File: config.mk
export PLATFORM = sky130hd
export DESIGN_NAME = stream_rr_arbiter
export DESIGN_NICKNAME = d
export VERILOG_FILES = /design/src/rtl/stream_arb_pkg.sv /design/src/rtl/stream_rr_arbiter_rr_pick.sv /design/src/rtl/stream_rr_arbiter.sv
export SDC_FILE = /design/constraint.sdc
export NUM_CORES = 1
export LEC_CHECK = 0
export CAP_MARGIN = 10
export CELL_PAD_IN_SITES_DETAIL_PLACEMENT = 1
export CELL_PAD_IN_SITES_GLOBAL_PLACEMENT = 1
export CORE_UTILIZATION = 24
export DETAILED_ROUTE_END_ITERATION = 8
export PLACE_DENSITY_LB_ADDON = 0.1
export SLEW_MARGIN = 30
export SYNTH_ARGS = -nofsm -noshare
export SYNTH_HDL_FRONTEND = slang
export SYNTH_SLANG_ARGS = --single-unit
export TNS_END_PERCENT = 50
File: constraint.sdc
create_clock -name clk -period 2.1 [get_ports clk]
set_input_delay 0.42 -clock clk [delete_from_list [all_inputs] [get_ports clk]]
set_output_delay 0.42 -clock clk [all_outputs]
set_load 0.05 [all_outputs]
File: src/rtl/stream_arb_pkg.sv
// Shared types and helpers for the round-robin stream arbiter.
// Provides the arbiter FSM state encoding and the source-index width function.
package stream_arb_pkg;

  typedef enum logic {
    ARB_IDLE = 1'b0,
    ARB_LOCK = 1'b1
  } arb_state_t;

  // Width of an index into n requesters; never narrower than one bit.
  function automatic int src_width(input int n);
    return (n > 1) ? $clog2(n) : 1;
  endfunction

endpackage

File: src/rtl/stream_rr_arbiter_rr_pick.sv
// Combinational round-robin picker: first set request at or after ptr,
// wrapping from N_PORTS-1 back to 0.
module rr_pick
  import stream_arb_pkg::*;
#(
  parameter  int N_PORTS = 4,
  localparam int SRC_W   = src_width(N_PORTS)
) (
  input  logic [N_PORTS-1:0] req,
  input  logic [SRC_W-1:0]   ptr,
  output logic               gnt_valid,
  output logic [SRC_W-1:0]   gnt_idx
);

  localparam logic [SRC_W:0] N_P = (SRC_W+1)'(N_PORTS);

  logic [SRC_W:0] cand;

  // Scan from the farthest offset down so the nearest requester wins last.
  always_comb begin
    gnt_valid = 1'b0;
    gnt_idx   = '0;
    cand      = '0;
    for (int i = N_PORTS - 1; i >= 0; i--) begin
      cand = {1'b0, ptr} + (SRC_W+1)'(i);
      if (cand >= N_P) cand = cand - N_P;
      if (req[cand[SRC_W-1:0]]) begin
        gnt_valid = 1'b1;
        gnt_idx   = cand[SRC_W-1:0];
      end
    end
  end

endmodule

File: src/rtl/stream_rr_arbiter.sv
// N-to-1 round-robin stream arbiter with a single registered output beat.
// Packet locking on i_last is enabled by defining STREAM_ARB_PKT_LOCK_EN.
module stream_rr_arbiter
  import stream_arb_pkg::*;
#(
  parameter  int N_PORTS = 4,
  parameter  int WIDTH   = 8,
  localparam int SRC_W   = src_width(N_PORTS)
) (
  input  logic                     clk,
  input  logic                     rst,
  input  logic [N_PORTS*WIDTH-1:0] i_data,
  input  logic [N_PORTS-1:0]       i_valid,
  input  logic [N_PORTS-1:0]       i_last,
  output logic [N_PORTS-1:0]       o_ready,
  output logic [WIDTH-1:0]         o_data,
  output logic                     o_valid,
  output logic                     o_last,
  output logic [SRC_W-1:0]         o_src,
  input  logic                     i_ready
);

  localparam logic [SRC_W-1:0] LAST_IDX = SRC_W'(N_PORTS - 1);

  function automatic logic [SRC_W-1:0] next_idx(input logic [SRC_W-1:0] idx);
    return (idx == LAST_IDX) ? '0 : idx + 1'b1;
  endfunction

  arb_state_t       state, state_nx;
  logic [SRC_W-1:0] rr_ptr, ptr_nx;
  logic [SRC_W-1:0] lock_idx, lock_nx;

  logic             pick_valid;
  logic [SRC_W-1:0] pick_idx;
  logic             gnt_valid;
  logic [SRC_W-1:0] gnt_idx;
  logic             can_accept;
  logic             xfer;
  logic [WIDTH-1:0] sel_data;
  logic             sel_last;

  logic [WIDTH-1:0] data_p1;
  logic             last_p1;
  logic [SRC_W-1:0] src_p1;
  logic             vld_p1;

  rr_pick #(
    .N_PORTS (N_PORTS)
  ) u_pick (
    .req       (i_valid),
    .ptr       (rr_ptr),
    .gnt_valid (pick_valid),
    .gnt_idx   (pick_idx)
  );

  // A locked packet keeps its grant even while the owner has no valid beat.
  assign gnt_valid  = (state == ARB_LOCK) ? 1'b1     : pick_valid;
  assign gnt_idx    = (state == ARB_LOCK) ? lock_idx : pick_idx;
  assign can_accept = !vld_p1 || i_ready;
  assign sel_data   = i_data[gnt_idx*WIDTH +: WIDTH];
  assign sel_last   = i_last[gnt_idx];
  assign xfer       = i_valid[gnt_idx] && (|o_ready);

  always_comb begin
    o_ready = '0;
    if (rst && can_accept && gnt_valid) o_ready[gnt_idx] = 1'b1;
  end

  always_comb begin
    state_nx = state;
    ptr_nx   = rr_ptr;
    lock_nx  = lock_idx;
    if (xfer) begin
`ifdef STREAM_ARB_PKT_LOCK_EN
      case (state)
        ARB_IDLE: begin
          if (sel_last) begin
            ptr_nx = next_idx(gnt_idx);
          end else begin
            state_nx = ARB_LOCK;
            lock_nx  = gnt_idx;
          end
        end
        ARB_LOCK: begin
          if (sel_last) begin
            state_nx = ARB_IDLE;
            ptr_nx   = next_idx(lock_idx);
          end
        end
        default: state_nx = ARB_IDLE;
      endcase
`else
      state_nx = ARB_IDLE;
      ptr_nx   = next_idx(gnt_idx);
`endif
    end
  end

  always_ff @(posedge clk or negedge rst) begin
    if (!rst) begin
      state    <= ARB_IDLE;
      rr_ptr   <= '0;
      lock_idx <= '0;
    end else begin
      state    <= state_nx;
      rr_ptr   <= ptr_nx;
      lock_idx <= lock_nx;
    end
  end

  // ---- stage p1: registered output beat ----
  always_ff @(posedge clk or negedge rst) begin
    if (!rst) begin
      vld_p1  <= 1'b0;
      data_p1 <= '0;
      last_p1 <= 1'b0;
      src_p1  <= '0;
    end else if (xfer) begin
      vld_p1  <= 1'b1;
      data_p1 <= sel_data;
      last_p1 <= sel_last;
      src_p1  <= gnt_idx;
    end else if (i_ready) begin
      vld_p1  <= 1'b0;
    end
  end

  assign o_valid = vld_p1;
  assign o_data  = data_p1;
  assign o_last  = last_p1;
  assign o_src   = src_p1;

endmodule

# Word-level counts from Yosys, hierarchy flattened
# Cells that the tools add are included.
[classes]
n_addsub = 8
order_cmp = 10
eq_ne = 1
n_shift = 1
mux = 30
n_reduce_logical = 8
[op_table]
columns = ["cell", "count"]
rows = [
  ["indexed part select 32 x 6 -> 8 bit", 1],
  ["2-to-1 mux 2 bit", 9],
  ["< comparator 2 x 3 -> 1 bit (second input constant)", 5],
  ["2-to-1 mux 1 bit", 13],
  ["binary-select mux 1 bit (select 2 bit)", 6],
  ["greater-or-equal comparator 3 bit (second input constant)", 3],
  ["subtractor 2 x 1 -> 2 bit (second input constant)", 4],
  ["adder 2 x 2 -> 3 bit (second input constant)", 2],
  ["logical AND 1 bit", 4],
  ["2-to-1 mux 4 bit", 1],
  ["OR reduction 4 bit", 1],
  ["adder 2 x 1 -> 3 bit (second input constant)", 1],
  ["greater-or-equal comparator 2 x 3 -> 1 bit (second input constant)", 1],
  ["adder 2 x 1 -> 2 bit (second input constant)", 1],
  ["demux 1 bit (select 2 bit)", 1],
  ["equality test 2 bit (second input constant)", 1],
  ["greater-or-equal comparator 2 x 1 -> 1 bit (second input constant)", 1],
  ["nonzero test 2 bit", 1],
  ["logical NOT 1 bit", 1],
  ["logical OR 1 bit", 1],
]
[word_totals]
ff_bits = 14
output_inout_bits = 16
elab_cells = 63

# Longest topological paths before layout
[depth]
depth_word = 17
ltp_mapped = 10
ltp_nobuf = 8

# Modules after synthesis
# From an unflattened synthesis, not the netlist that was laid out.
[unflattened]
hier_cells = 70
hier_area_um2 = 994.7
[modules_own_cells]
columns = ["mod", "instances", "cells_per_inst", "area_per_inst_um2", "seq_area_each_um2"]
rows = [
  ["stream_rr_arbiter", 1, 57, 917.1, 350.3],
  ["rr_pick", 1, 13, 77.6, 0.0],
]

# Least setup slack after synthesis
# OpenSTA, ideal clock, no wires.
[synth_path]
kind = "input to output"
startpoint = "input i_valid[2]"
endpoint = "output o_ready[0]"
arrival_time_ns = 2.638
setup_slack_ns = -0.958
path_stages = 6
path_cell_list = "nor2b_2 a221oi_1 or2_4 inv_4 buf_8 nor4_1"
[synth_between]
elab_chain_len = 11
elab_cells_between_ends = 23
[synth_rtl]
columns = ["element", "line", "source"]
rows = [
  ["from (decl)", "stream_rr_arbiter.sv:13", "input logic [N_PORTS-1:0] i_valid,"],
  ["binary-select mux 1 bit (select 2 bit)", "stream_rr_arbiter_rr_pick.sv:27", "if (req[cand[SRC_W-1:0]]) begin"],
  ["2-to-1 mux 1 bit (not written as such)", "stream_rr_arbiter_rr_pick.sv:27", ""],
  ["2-to-1 mux 2 bit (4 in series)", "stream_rr_arbiter_rr_pick.sv:27", ""],
  ["< comparator 2 x 3 -> 1 bit (not written as such) or greater-or-equal comparator 2 x 1 -> 1 bit (tied branches)", "stream_rr_arbiter.sv:66", "if (rst && can_accept && gnt_valid) o_ready[gnt_idx] = 1'b1;"],
  ["logical AND 1 bit (not written as such)", "stream_rr_arbiter.sv:66", ""],
  ["2-to-1 mux 1 bit (not written as such)", "stream_rr_arbiter.sv:66", ""],
  ["demux 1 bit (select 2 bit)", "stream_rr_arbiter.sv:66", ""],
  ["2-to-1 mux 4 bit (*)", "stream_rr_arbiter.sv:66", ""],
  ["to (decl)", "stream_rr_arbiter.sv:15", "output logic [N_PORTS-1:0] o_ready,"],
]
# Every way passes the cells marked *; elsewhere a longest branch is shown, timed or not. The select of a mux whose other input is x is not followed.

# Worst setup path after layout
[layout_path]
startpoint = "register rr_ptr[1]"
endpoint = "output o_ready[2]"
[layout_between]
elab_chain_len = 14
elab_cells_between_ends = 38
[layout_rtl]
columns = ["element", "line", "source"]
rows = [
  ["from (decl)", "stream_rr_arbiter.sv:30", "logic [SRC_W-1:0] rr_ptr, ptr_nx;"],
  ["from (signal assigned)", "stream_rr_arbiter.sv:106", "rr_ptr <= ptr_nx;"],
  ["adder 2 x 2 -> 3 bit", "stream_rr_arbiter_rr_pick.sv:25", "cand = {1'b0, ptr} + (SRC_W+1)'(i);"],
  ["greater-or-equal comparator 3 bit or subtractor 2 x 1 -> 2 bit (tied branches)", "stream_rr_arbiter_rr_pick.sv:26", "if (cand >= N_P) cand = cand - N_P;"],
  ["2-to-1 mux 2 bit", "stream_rr_arbiter_rr_pick.sv:26", ""],
  ["binary-select mux 1 bit (select 2 bit)", "stream_rr_arbiter_rr_pick.sv:27", ""],
  ["2-to-1 mux 1 bit (not written as such)", "stream_rr_arbiter_rr_pick.sv:27", ""],
  ["2-to-1 mux 2 bit (4 in series)", "stream_rr_arbiter_rr_pick.sv:27", ""],
  ["< comparator 2 x 3 -> 1 bit (not written as such) or greater-or-equal comparator 2 x 1 -> 1 bit (tied branches)", "stream_rr_arbiter.sv:66", ""],
  ["logical AND 1 bit (not written as such)", "stream_rr_arbiter.sv:66", ""],
  ["2-to-1 mux 1 bit (not written as such)", "stream_rr_arbiter.sv:66", ""],
  ["demux 1 bit (select 2 bit)", "stream_rr_arbiter.sv:66", ""],
  ["2-to-1 mux 4 bit (*)", "stream_rr_arbiter.sv:66", ""],
]
# Marks and branches as above.

==> results.py <==
metrics = {
    "critical_path": {
        "reg2reg_depth": 9,
        "setup.worst_path.end_class": "output pin",
        "crit_type": "flop to output pin",
        "worstPathRequired_ns": 1.68,
        "arrival_ns": 1.70,
        "cp-start-kind": "flop",
        "crit_path_max_fanout": 4,
    },
    "power_and_ir_drop": {
        "combPwrFrac": 0.711,
        "p_clk_frac": 0.090,
        "vdd_drop_max_mv": 0.5838,
        "intPower_mw": 1.297,
        "switching_power_mw": 1.103,
        "p_leak_nw": 0.8438,
        "seqPwrFrac": 0.199,
        "powerDensity_nw_per_um2": 1245,
        "swShare": 0.4595,
    },
    "finish": {
        "nets": 222,
        "fill_cells": 428,
        "drive_gt1_frac": 0.3864,
        "antennaDiodeCount": 0,
        "design_area_um2": 1928,
        "syn_to_final_growth_pct": 93.59,
    },
    "grt": {
        "grt_first_pass_wirelength_mm": 4.968,
        "grt_pass1_vias": 1096,
        "antenna_found_initial": 0,
        "grt_usage": 0.1486,
        "met2_usage": 0.2959,
        "grtUsageMet3": 0.03793,
        "overflow": 0,
        "grtUsageMet1": 0.1613,
        "top_usage_layer": "met2",
        "grt_max_degree": 15,
    },
    "logic_synthesis": {
        "synth_edf_count": 0,
        "yosys.area_share.simple": 0.1281,
        "ys_seq_elements": 14,
        "synth_top_area_frac": 0.3518,
        "synthesis.area_um2": 996.0,
        "synth_warnings": 0,
        "yosys_most_used_dff": "dfrtp_1",
        "yosysMostFrequentCell": "mux2i_1",
        "yosys.area_share.adder": 0.01256,
        "synth_xor_area_frac": 0,
        "syn_inst": 97,
        "synth_commonest_cells": "mux2i_1 (19), nand2_1 (17), dfrtp_1 (14)",
        "ys_seq_area_frac": 0.3518,
        "syn-num-nets": 141,
        "synth_area_leader_cell": "dfrtp_1",
        "async_reset_ff_frac": 1.000,
        "syn_avg_cell_area_um2": 10.27,
        "synthMuxAreaShare": 0.2927,
        "synth_top_family_by_area": "multiplexers",
        "synth_compound_area_frac": 0.1382,
        "ys_types": 26,
        "synth_area_leaders": "dfrtp_1 (35%), mux2i_1 (19%), mux2_2 (10%)",
    },
    "placement": {
        "postPlaceCellArea_um2": 1714,
        "io_buffers": 58,
        "pre_cts_ws_ns": -0.4412,
        "dp_hpwl_mm": 2.455,
        "gp_congestion": 0.7029,
    },
    "timing": {
        "skew_ns": 0.002058,
        "report.final.slew_viol_count": 0,
        "slew_headroom": 0.6485,
        "finalWorstSetupSlack_ns": -0.02484,
        "period_needed_ns": 2.125,
        "grt_setup_unrepaired": "true",
        "fmaxAchievable_ghz": 0.4706,
        "worst_pin_slew_ns": 0.5256,
        "report.final.hold_viol_count": 0,
        "finalCritPeriodShare": 1.012,
        "setup_viol": 1,
        "setup-tns-final_ns": -0.02484,
    },
    "cts": {
        "cts_tree": "yes",
        "cts-root-buf": "clkbuf_8",
        "clock_sinks": 14,
        "clk_pin_slew_ns": 0.06,
        "cts_buffer_depth": 2,
        "holdBufCountCts": 0,
        "h-tree-depth": 1,
        "cts_buffers": 3,
        "clk_latency_ns": 0.24,
    },
    "detailed_routing": {
        "wl_per_cell_um": 13.71,
        "drtIter0Drc": 7,
        "drt_wl_total_mm": 3.099,
        "num_vias": 1008,
        "viasPerCell": 4.460,
        "drtAntennaViolNets": 0,
        "drc_errors": 0,
        "dr.pass1.iters": 4,
    },
    "status": {
        "violations": "negative setup slack",
        "outcome": "complete, but fails checks",
    },
    "flow_run": {
        "cap_violations": 0,
    },
    "die": {
        "initial_core_util": 0.2490,
        "fp.coreArea_um2": 4000,
        "ios": 59,
        "die_area_um2": 4412,
        "die_y_um": 66.42,
        "row_count": 23,
        "die_w_um": 66.42,
    },
    "worst_hold_path": {
        "whs_path_depth": 2,
        "hold_class": "flop to flop",
    },
}
flip-flops by register name, summed over array words and instances (netlist names):
register	count
rr_ptr	2
o_last	1
o_data	8
o_src	2
o_valid	1
cells in the final DEF (no fill, tap or decap), drive strengths merged:
cell type / netlist / routed
clkbuf: 0 / 3
o31ai: 1 / 1
nand2b: 2 / 2
nor2b: 1 / 1
a221oi: 1 / 1
clkdlybuf4s50: 0 / 50
dlygate4sd2: 0 / 1
nor2: 4 / 4
dfrtp: 14 / 14
a21boi: 1 / 1
mux2i: 19 / 19
nand2: 17 / 17
or2: 1 / 1
and2: 1 / 1
clkdlybuf4s15: 0 / 1
a211oi: 1 / 1
ha: 1 / 1
a21oi: 2 / 2
nor4: 2 / 2
o21ai: 11 / 11
mux2: 9 / 9
inv: 4 / 4
buf: 5 / 29
layer usage:
metal | vias up | wire length (um)
met2 | 29 | 1791
li1 | 496 | -
met1 | 479 | 1110
met5 | - | 0
met3 | 4 | 165
met4 | 0 | 32
power groups by stage:
stage               registers [mW]  logic, mW  clock network (mW)
floorplan                    0.852      0.663                   0
global placement             0.473       1.49                   0
detailed placement           0.478       1.52                   0
CTS                          0.475       1.68               0.228
global route                 0.498       1.81               0.237
finish                       0.478       1.71               0.216
kinds of logic (layout without fill, tap and decap cells):
family                   count (synthesis)  after routing
adder cells (fa/ha/maj)                  1              1
multiplexers                            28             28
AND/OR/NAND/NOR                         28             28
buffers and inverters                    9             88
AO/OA/AOI/OAI                           17             17
flip-flops                              14             14
area by class of cell:
type	count	area [um^2]	area share
repair buffers	81	793.3	0.4114
well taps	50	62.56	0.03245
multi-input cells	74	661.9	0.3433
flip-flops and latches	14	351.6	0.1823
clock buffers	3	41.29	0.02141
inverters	4	17.52	0.009085
worst max-delay path, stage by stage, from the launching register on:
cell and delay, ns:
dfrtp_2 0.44, mux2i_1 0.15, a211oi_2 0.30, inv_1 0.12, ha_4 0.18, and2_4 0.13, buf_8 0.14
stage by stage:
stage	instances	power (mW)	hold slack, ns	util
final	226	2.400	0.4745	0.4820
after global routing	226	2.546	0.4989	0.4820
after CTS	223	2.387	0.4781	0.4739
after detailed placement	213	2.003	0.4651	0.4285
after global placement	213	1.964	0.4632	0.4285
after floorplan	97	1.516	0.1244	-
what timing repair did:
item | CTS | global route
endpoints found under the hold margin | 0 | 0
buffers inserted | 7 | 3
setup endpoints to repair | 17 | 13
gates resized for setup | 30 | 6
pin swaps | 7 | 6
final timing paths:
check / start / end / slack, ns
setup / recovery: rr_ptr[1] / o_ready[2] / -0.02
max in group asynchronous: rst / rr_ptr[1] / 1.36
setup reg to reg: rr_ptr[1] / o_src[1] / 0.11
hold / removal: o_data[4] / o_data[4] / 0.47
hold reg to reg: o_data[4] / o_data[4] / 0.47
min in group asynchronous: rst / o_valid / 0.55
(Power assumes the default switching activity.)
